## src/rtl/hsv_colour_tracker_if.sv

```systemverilog
// Avalon-ST style video stream bundle used for both the sink and source
// sides of hsv_colour_tracker: 24-bit data plus valid/sop/eop/ready.
interface hsv_colour_tracker_if;
  logic [23:0] data;
  logic        valid;
  logic        sop;
  logic        eop;
  logic        ready;

  modport master (output data, output valid, output sop, output eop, input ready);
  modport slave  (input data, input valid, input sop, input eop, output ready);
endinterface

```

## src/rtl/hsv_colour_tracker.sv

```systemverilog
// HSV threshold-window classifier: emits a binary mask stream and a per-frame bounding box.
// Optional feature: define BBOX_OVERLAY_EN to draw the previous frame's box border in red.
module hsv_colour_tracker #(
  parameter int IMAGE_W = 640,
  parameter int IMAGE_H = 480
) (
  input  logic                        clk,
  input  logic                        reset_n,
  hsv_colour_tracker_if.slave         sink,
  hsv_colour_tracker_if.master        source,
  input  logic [7:0]                  h_min,
  input  logic [7:0]                  h_max,
  input  logic [7:0]                  s_min,
  input  logic [7:0]                  s_max,
  input  logic [7:0]                  v_min,
  input  logic [7:0]                  v_max,
  output logic [10:0]                 bbox_x_min,
  output logic [10:0]                 bbox_x_max,
  output logic [10:0]                 bbox_y_min,
  output logic [10:0]                 bbox_y_max,
  output logic [19:0]                 match_count,
  output logic                        bbox_found,
  output logic                        bbox_valid
);

  localparam logic [10:0] X_LAST    = 11'(IMAGE_W - 1);
  localparam logic [10:0] Y_LAST    = 11'(IMAGE_H - 1);
  localparam logic [19:0] COUNT_MAX = 20'hFFFFF;
  localparam logic [23:0] MASK_ON   = 24'hFFFFFF;
  localparam logic [23:0] MASK_OFF  = 24'h000000;

  typedef struct packed {
    logic [7:0] h_min;
    logic [7:0] h_max;
    logic [7:0] s_min;
    logic [7:0] s_max;
    logic [7:0] v_min;
    logic [7:0] v_max;
  } thresh_t;

  typedef struct packed {
    logic [10:0] x_min;
    logic [10:0] x_max;
    logic [10:0] y_min;
    logic [10:0] y_max;
    logic [19:0] count;
  } box_t;

  typedef enum logic {
    ST_IDLE,
    ST_FRAME
  } frame_state_t;

  localparam box_t ACC_CLEAR = '{x_min: 11'h7FF, x_max: 11'h000,
                                 y_min: 11'h7FF, y_max: 11'h000, count: 20'h00000};

  frame_state_t state_q, state_d;
  thresh_t      th_in, th_q, th_d;
  box_t         acc_q, acc_d;
  box_t         bbox_q;
  logic [10:0]  x_q, x_d, y_q, y_d;
  logic [23:0]  src_data_q;
  logic         src_valid_q, src_sop_q, src_eop_q;
  logic         bbox_found_q, bbox_valid_q;

  logic         sink_ready, accept, complete;
  logic [7:0]   hue, sat, val;
  logic         hue_ok, sat_ok, val_ok, match;
  logic [23:0]  pixel_out;

  assign th_in = '{h_min: h_min, h_max: h_max, s_min: s_min,
                   s_max: s_max, v_min: v_min, v_max: v_max};

  // The output register can take a new beat whenever it is empty or draining.
  assign sink_ready = source.ready | ~src_valid_q;
  assign sink.ready = sink_ready;
  assign accept     = sink.valid & sink_ready;

  assign {hue, sat, val} = sink.data;

  // A window with h_min > h_max wraps through hue 0.
  assign hue_ok = (th_q.h_min <= th_q.h_max)
                ? ((hue >= th_q.h_min) && (hue <= th_q.h_max))
                : ((hue >= th_q.h_min) || (hue <= th_q.h_max));
  assign sat_ok = (sat >= th_q.s_min) && (sat <= th_q.s_max);
  assign val_ok = (val >= th_q.v_min) && (val <= th_q.v_max);
  assign match  = hue_ok & sat_ok & val_ok;

`ifdef BBOX_OVERLAY_EN
  logic in_x, in_y, on_col, on_row, on_border;

  // Border test uses the box of the previous completed frame.
  assign in_x      = (x_q >= bbox_q.x_min) && (x_q <= bbox_q.x_max);
  assign in_y      = (y_q >= bbox_q.y_min) && (y_q <= bbox_q.y_max);
  assign on_col    = (x_q == bbox_q.x_min) || (x_q == bbox_q.x_max);
  assign on_row    = (y_q == bbox_q.y_min) || (y_q == bbox_q.y_max);
  assign on_border = bbox_found_q && ((on_col && in_y) || (on_row && in_x));
  assign pixel_out = on_border ? 24'hFF0000 : (match ? MASK_ON : MASK_OFF);
`else
  assign pixel_out = match ? MASK_ON : MASK_OFF;
`endif

  always_comb begin
    // NOTE: every signal assigned here gets a default first so no path leaves it
    // unassigned, which would otherwise infer a latch.
    state_d  = state_q;
    th_d     = th_q;
    acc_d    = acc_q;
    x_d      = x_q;
    y_d      = y_q;
    complete = 1'b0;

    if (accept) begin
      if (sink.sop) begin
        th_d    = th_in;
        acc_d   = ACC_CLEAR;
        x_d     = '0;
        y_d     = '0;
        state_d = sink.eop ? ST_IDLE : ST_FRAME;
      end else begin
        if (match) begin
          if (x_q < acc_q.x_min) acc_d.x_min = x_q;
          if (x_q > acc_q.x_max) acc_d.x_max = x_q;
          if (y_q < acc_q.y_min) acc_d.y_min = y_q;
          if (y_q > acc_q.y_max) acc_d.y_max = y_q;
          if (acc_q.count != COUNT_MAX) acc_d.count = acc_q.count + 20'd1;
        end

        // Rows past the last one are folded onto the last row.
        if (x_q >= X_LAST) begin
          x_d = '0;
          if (y_q < Y_LAST) y_d = y_q + 11'd1;
        end else begin
          x_d = x_q + 11'd1;
        end

        // Only a frame opened by a sop may report; stray eops just close the packet.
        if (sink.eop) begin
          complete = (state_q == ST_FRAME);
          state_d  = ST_IDLE;
        end
      end
    end
  end

  always_ff @(posedge clk) begin
    if (!reset_n) state_q <= ST_IDLE;
    else          state_q <= state_d;
  end

  always_ff @(posedge clk) begin
    // NOTE: non-blocking assignments keep every register sampling pre-edge values,
    // independent of statement order.
    if (!reset_n) begin
      th_q         <= '0;
      acc_q        <= ACC_CLEAR;
      x_q          <= '0;
      y_q          <= '0;
      src_data_q   <= '0;
      src_valid_q  <= 1'b0;
      src_sop_q    <= 1'b0;
      src_eop_q    <= 1'b0;
      bbox_q       <= '0;
      bbox_found_q <= 1'b0;
      bbox_valid_q <= 1'b0;
    end else begin
      th_q         <= th_d;
      acc_q        <= acc_d;
      x_q          <= x_d;
      y_q          <= y_d;
      bbox_valid_q <= complete;

      if (sink_ready) begin
        src_valid_q <= sink.valid;
        src_sop_q   <= sink.valid & sink.sop;
        src_eop_q   <= sink.valid & sink.eop;
        src_data_q  <= sink.sop ? sink.data : pixel_out;
      end

      if (complete) begin
        bbox_found_q <= (acc_d.count != '0);
        bbox_q       <= (acc_d.count != '0) ? acc_d : '0;
      end
    end
  end

  assign source.data  = src_data_q;
  assign source.valid = src_valid_q;
  assign source.sop   = src_sop_q;
  assign source.eop   = src_eop_q;

  assign bbox_x_min  = bbox_q.x_min;
  assign bbox_x_max  = bbox_q.x_max;
  assign bbox_y_min  = bbox_q.y_min;
  assign bbox_y_max  = bbox_q.y_max;
  assign match_count = bbox_q.count;
  assign bbox_found  = bbox_found_q;
  assign bbox_valid  = bbox_valid_q;

endmodule

```

## src/flat_wrapper.sv

```systemverilog
// flat-port wrapper written by rule: the top's interface ports become plain ports
module hsv_colour_tracker_flat 
#(
  parameter int IMAGE_W = 640,
  parameter int IMAGE_H = 480
)
  (clk, reset_n, h_min, h_max, s_min, s_max, v_min, v_max, bbox_x_min, bbox_x_max, bbox_y_min, bbox_y_max, match_count, bbox_found, bbox_valid, sink_data, sink_valid, sink_sop, sink_eop, sink_ready, source_data, source_valid, source_sop, source_eop, source_ready);
  hsv_colour_tracker_if sink_i ();
  hsv_colour_tracker_if source_i ();
  input  logic clk;
  input  logic reset_n;
  input  logic [7:0] h_min;
  input  logic [7:0] h_max;
  input  logic [7:0] s_min;
  input  logic [7:0] s_max;
  input  logic [7:0] v_min;
  input  logic [7:0] v_max;
  output logic [10:0] bbox_x_min;
  output logic [10:0] bbox_x_max;
  output logic [10:0] bbox_y_min;
  output logic [10:0] bbox_y_max;
  output logic [19:0] match_count;
  output logic bbox_found;
  output logic bbox_valid;
  input wire logic [$bits(sink_i.data)-1:0] sink_data;
  input wire logic [$bits(sink_i.valid)-1:0] sink_valid;
  input wire logic [$bits(sink_i.sop)-1:0] sink_sop;
  input wire logic [$bits(sink_i.eop)-1:0] sink_eop;
  output wire logic [$bits(sink_i.ready)-1:0] sink_ready;
  output wire logic [$bits(source_i.data)-1:0] source_data;
  output wire logic [$bits(source_i.valid)-1:0] source_valid;
  output wire logic [$bits(source_i.sop)-1:0] source_sop;
  output wire logic [$bits(source_i.eop)-1:0] source_eop;
  input wire logic [$bits(source_i.ready)-1:0] source_ready;
  assign sink_i.data = sink_data;
  assign sink_i.valid = sink_valid;
  assign sink_i.sop = sink_sop;
  assign sink_i.eop = sink_eop;
  assign sink_ready = sink_i.ready;
  assign source_data = source_i.data;
  assign source_valid = source_i.valid;
  assign source_sop = source_i.sop;
  assign source_eop = source_i.eop;
  assign source_i.ready = source_ready;
  hsv_colour_tracker #(.IMAGE_W(IMAGE_W), .IMAGE_H(IMAGE_H)) u_core (.clk(clk), .reset_n(reset_n), .sink(sink_i), .source(source_i), .h_min(h_min), .h_max(h_max), .s_min(s_min), .s_max(s_max), .v_min(v_min), .v_max(v_max), .bbox_x_min(bbox_x_min), .bbox_x_max(bbox_x_max), .bbox_y_min(bbox_y_min), .bbox_y_max(bbox_y_max), .match_count(match_count), .bbox_found(bbox_found), .bbox_valid(bbox_valid));
endmodule
```

## config.mk

```make
export PLATFORM = sky130hd
export DESIGN_NAME = hsv_colour_tracker_flat
export DESIGN_NICKNAME = d
export VERILOG_FILES = /design/src/rtl/hsv_colour_tracker_if.sv /design/src/rtl/hsv_colour_tracker.sv /design/src/flat_wrapper.sv
export SDC_FILE = /design/constraint.sdc
export NUM_CORES = 1
export LEC_CHECK = 0
export ABC_CLOCK_PERIOD_IN_PS = 5050
export BUFFER_PORTS_ARGS = -buffer_cell sky130_fd_sc_hd__buf_2
export CORE_ASPECT_RATIO = 1.1
export CORE_UTILIZATION = 40
export DETAILED_ROUTE_END_ITERATION = 10
export PLACE_DENSITY = 0.61
export SYNTH_ARGS = -nofsm -noshare
export SYNTH_HDL_FRONTEND = slang
export SYNTH_SLANG_ARGS = --single-unit
```

## constraint.sdc

```tcl
create_clock -name clk -period 5.05 [get_ports clk]
set_clock_uncertainty 0.15 [all_clocks]
set_input_delay 1.515 -clock clk [delete_from_list [all_inputs] [get_ports clk]]
set_output_delay 1.515 -clock clk [all_outputs]
set_load 0.05 [all_outputs]
```

* Yosys cells after proc, flatten, opt, wreduce, memory -nomap -nowiden
Index checks and enable logic that the tools add are counted.
Storage, ports and cells: input bits 78, output and inout port bits 94, word-level logic and storage cells 83, bits in registers 228
Operators by class: multiplexer cells 23, $lt $le $gt $ge 13, bitwise operators 7, add/sub/neg operators 3, reductions and logical operators 11, equality and inequality tests 1
Operators by type and width (count):
- two-way mux 64 bit | 4
- two-way mux 11 bit | 9
- two-way mux 24 bit | 2
- <= comparator 8 bit | 4
- >= comparator 8 bit | 3
- adder 11 x 1 -> 11 bit (second input constant) | 2
- > comparator 11 bit | 2
- < comparator 11 bit | 2
- adder 20 x 1 -> 20 bit (second input constant) | 1
- two-way mux 20 bit | 1
- != test 20 bit (second input constant) | 1
- nonzero test 20 bit | 1
- >= comparator 11 x 10 -> 1 bit (second input constant) | 1
- < comparator 11 x 9 -> 1 bit (second input constant) | 1
- two-way mux 1 bit | 7
- nonzero test 2 bit | 3
- AND 1 bit | 5
- AND reduction 2 bit | 2
- logical AND 1 bit | 3
- AND reduction 3 bit | 1
- logical OR 1 bit | 1
- NOT 1 bit | 1
- bitwise OR 1 bit | 1

* Logic depth before layout (Yosys ltp)
word-level depth 10, gate-level depth with buffers 16, mapped depth without buffers 13

* Worst setup path before layout
OpenSTA, ideal clock, no wires.
path type input to register, start point in sink_data[17], end point reg u_core.bbox_q (netlist bit u_core.bbox_x_max[10]), path buffers 1, slack 0.551 ns, stages 13, required time 4.783 ns, setup time 0.117 ns, arrival time 4.232 ns, path through ha_1 -> nor2b_4 -> o211ai_2 -> a21oi_1 -> o21a_1 -> maj3_2 -> or3_4 -> a31oi_2 -> nand4_2 -> a2111oi_4 -> a21oi_4 -> buf_6 -> a22o_1
Between the ends: longest elaborated chain between the ends 10, elaborated cells on any way between the ends 12, classes of those cells order compare: 2; mux: 5; bitwise: 2; reduce/logical: 3
Ends and longest elaborated chain:
- start: declaration | RTL line flat_wrapper.sv:25 | input wire logic [$bits(sink_i.data)-1:0] sink_data;
- >= comparator 8 bit / <= comparator 8 bit (equally long branches) | RTL line hsv_colour_tracker.sv:83, hsv_colour_tracker.sv:84
- logical OR 1 bit / logical AND 1 bit (equally long branches) | RTL line hsv_colour_tracker.sv:84, hsv_colour_tracker.sv:83
- two-way mux 1 bit * | RTL line hsv_colour_tracker.sv:83 | ? ((hue >= th_q.h_min) && (hue <= th_q.h_max))
- AND 1 bit * (2 in a row) | RTL line hsv_colour_tracker.sv:87 | assign match = hue_ok & sat_ok & val_ok;
- two-way mux 64 bit * | RTL line hsv_colour_tracker.sv:121 | if (match) begin
- two-way mux 64 bit * | RTL line hsv_colour_tracker.sv:114 | if (sink.sop) begin
- two-way mux 64 bit * | RTL line hsv_colour_tracker.sv:113 | if (accept) begin
- nonzero test 20 bit | RTL line hsv_colour_tracker.sv:182 | bbox_q <= (acc_d.count != '0) ? acc_d : '0;
- two-way mux 64 bit * | RTL line hsv_colour_tracker.sv:182
- end signal: assignment | RTL line hsv_colour_tracker.sv:182
- end: declaration | RTL line hsv_colour_tracker.sv:60 | box_t bbox_q;
Every way passes the cells marked *; elsewhere a longest branch is shown, timed or not. A chain may end at the register's enable or synchronous reset.

* Final worst setup path
start point in sink_data[16], end point reg u_core.bbox_q (netlist bit u_core.bbox_x_min[0])
The elaborated chain is that of the path after synthesis.

==> flow_metrics.py <==
metrics = {
    "status": {
        "status": "completed",
    },
    "routing": {
        "drtIter0Drc": 477,
        "routed_wl_um": 31500,
        "wl_per_cell_um": 16.7,
        "drt-vias-per-instance": 5.34,
        "drc": 0,
        "antenna_left": 0,
        "dr.pass1.iters": 5,
        "vias": 10000,
    },
    "global_route": {
        "grt_overflow": 0,
        "grt_max_degree": 80,
        "grt_first_pass_wirelength_um": 50900,
        "grt.total_usage_pct": 21.9,
        "grt_pass1_vias": 9946,
        "antenna_found_initial": 0,
    },
    "yosys": {
        "synth_top_cells_by_area": "dfxtp_1 41%, ha_1 11%, a21oi_1 6.4%",
        "synth_area_per_cell_sq_um": 8.56,
        "async_flop_share_pct": 0,
        "netlist-cell-type-count": 68,
        "yosysSeqAreaShare_pct": 40.6,
        "yosys.cell_count.top_type": "dfxtp_1",
        "synth_edf_count": 0,
        "synth_ff_type": "dfxtp_1",
        "synthCells": 1314,
        "yosysTopAreaCell": "dfxtp_1",
        "yosysWarningCount": 0,
        "synthTopCellsByCount": "228 x dfxtp_1, 152 x nand2_1, 144 x a21oi_1",
        "synth_nets": 1493,
        "synth_top_area_share_pct": 40.6,
        "syn_area_sq_um": 11200,
        "ys_ff_latch": 228,
    },
    "worst_setup_path": {
        "timing.critical_path.buf_inv": 3,
        "cp_slowest_cell": "a21oi_4",
        "r2r_start": "u_core.acc_q[3]",
        "path_cells": "buf_2 -> inv_1 -> ha_1 -> nand2b_1 -> a211o_1 -> a21oi_1 -> o21a_1 -> maj3_2 -> nor2_1 -> buf_4 -> o221ai_1 -> nor4b_1 -> o2111a_1 -> a21oi_4 -> a22o_1",
        "crit_arrival_ns": 4.98,
        "crit_path_max_incr_delay_ns": 0.91,
        "worstPathRequired_ns": 5.37,
        "critPathTopFamily": "compound AO/OA/AOI/OAI gates",
        "worst_setup_path_end_kind": "register",
        "worstSetupPathType": "in -> reg",
        "crit_start": "sink_data[16]",
        "critical_path.max_fanout": 42,
        "crit_path_start_kind": "primary input",
    },
    "timing": {
        "min_period_ns": 4.66,
        "worstMarginPinSlew_ns": 1.19,
        "period_share_pct": 92.3,
        "finalSetupTns_ns": 0,
        "drv_slew": 0,
        "finalSetupViolCount": 0,
        "rsz0062_at_grt": "false",
        "hold_violations": 0,
        "maxSlewHeadroom_pct": 20.5,
        "holdWs_ns": 0.302,
        "fin_ws_ns": 0.390,
        "fmax_mhz": 215,
    },
    "floorplanning": {
        "io_pins": 172,
        "start_util_pct": 40.6,
        "core_sq_um": 27700,
        "die_h_um": 178,
        "rows": 64,
        "dieArea_sq_um": 28800,
        "die_width_um": 162,
    },
    "cts": {
        "postCtsHoldBufs": 0,
        "cts_root_buffer": "clkbuf_16",
        "clock_path_buffers": 3,
        "clock_sinks": 228,
        "cts_tree": "built",
        "h-tree-depth": 1,
        "cts_setup_buffers": 0,
        "numCtsBuffers": 25,
        "cts_resized": 0,
        "clkTransAtPathRegs_ns": 0.06,
        "clock_latency_ns": 0.54,
    },
    "place": {
        "gp_congestion": 0.864,
        "dp_hpwl_um": 22900,
        "portBuffers": 171,
        "place_ws_ns": -0.197,
    },
    "layout": {
        "layout.nets": 1680,
        "fillers": 2799,
        "diodes": 0,
        "drive_gt1_share_pct": 18.9,
        "syn_to_final_growth_pct": 20.8,
        "fin_util_pct": 49.0,
    },
    "hold_path": {
        "hold_start": "u_core.source.sop",
        "min_path_type": "reg -> reg",
    },
    "pwr": {
        "powerDensity_nw_per_um2": 307,
        "vdd_drop_max_v": 0.000255,
        "p_leak_uw": 0.00588,
    },
    "run": {
        "maxCapViolations": 0,
    },
}
power breakdown:
group	total, uW	internal (uW)	switching (uW)
Clock	1890	1150	742
Combinational	430	150	280
Sequential	1860	1840	22.4
Total	4180	3130	1040
area by class of cell:
type / instances / area [sq um] / share of cell area (%)
Inverter: 97 / 364 / 2.68
Multi-Input combinational cell: 922 / 6050 / 44.5
Tap cell: 363 / 454 / 3.34
Clock inverter: 7 / 95.1 / 0.700
Clock buffer: 39 / 768 / 5.66
Sequential cell: 228 / 4560 / 33.6
Timing Repair Buffer: 227 / 1290 / 9.49
state kept, by name (all words and copies together) (netlist names):
| signal | count |
|---|---|
| u_core.source.sop | 1 |
| u_core.bbox_found | 1 |
| u_core.y_q | 11 |
| u_core.th_q | 48 |
| u_core.source.valid | 1 |
| u_core.bbox_x_min | 11 |
| u_core.source.eop | 1 |
| u_core.x_q | 11 |
| u_core.bbox_x_max | 11 |
| u_core.bbox_y_min | 11 |
| u_core.acc_q | 64 |
| u_core.state_q | 1 |
| u_core.bbox_y_max | 11 |
| u_core.bbox_valid | 1 |
| u_core.source.data | 24 |
| u_core.match_count | 20 |
worst paths after layout:
kind | endpoint | slack (ns) | cells after the start
worst max-delay path | u_core.bbox_x_min[0] | 0.39 | 15
worst min-delay path | u_core.source.sop | 0.30 | 2
worst min register to register | u_core.source.sop | 0.30 | 2
worst max register to register | u_core.bbox_x_min[0] | 1.00 | 11
placed cells by master, fill, tap and decap left out, types with 7 or more instances in the layout:
cell type and n:
and3_1 17, and2_1 31, o21ai_0 55, a22o_1 66, nor2b_1 9, a31oi_1 8
nand2b_1 28, nor2_1 84, o22a_1 20, o21a_1 10, dfxtp_1 228, a21oi_1 144
nand2_1 151, nand3_1 34, and4_1 7, clkbuf_8 9, xor2_1 11, nor3_1 17
clkbuf_16 25, buf_4 55, xnor2_1 10, inv_1 96, ha_1 101, nand4_1 23
o31ai_1 8, buf_2 171
per-layer routing:
metal	wire length, um	part of all wire [%]	vias up	GRT usage (%)
li1	-	-	5022	-
met1	14100	45	4710	27.2
met2	14600	46	264	37.5
met3	2150	6.8	51	5.07
met4	639	2.0	0	6.45
met5	0	0	-	0
worst register-to-register path, stage by stage, from the launching register on:
cell,delay [ns]
dfxtp_1,0.45
and4_1,0.37
nand3_1,0.19
nor2_1,0.52
a31oi_1,0.17
nor2_1,0.13
a31oi_1,0.10
a311o_1,0.35
nor4b_1,0.17
o2111a_1,0.20
a21oi_4,0.91
a22o_1,0.29
kinds of logic (layout without fill, tap and decap cells):
group / count (synthesis) / count (layout) / share of synthesized area, %
adders and majority gates: 103 / 103 / 11.4
and+or+nand+nor: 420 / 420 / 17.9
muxes: 5 / 5 / 0.445
DFF: 228 / 228 / 40.6
AOI/OAI and AO/OA: 373 / 373 / 22.2
buffers and inverters: 164 / 370 / 5.79
xor gates and xnor gates: 21 / 21 / 1.64
stage by stage:
step	area [sq um]	total power (uW)	instances
after detailed placement	12700	2330	1837
after floorplan	11200	2170	1314
after global routing	13600	4350	1883
after CTS	13600	4230	1883
final	13600	4180	1883
after global placement	12700	2320	1837
Note: power is estimated with default switching activity, not from simulation.
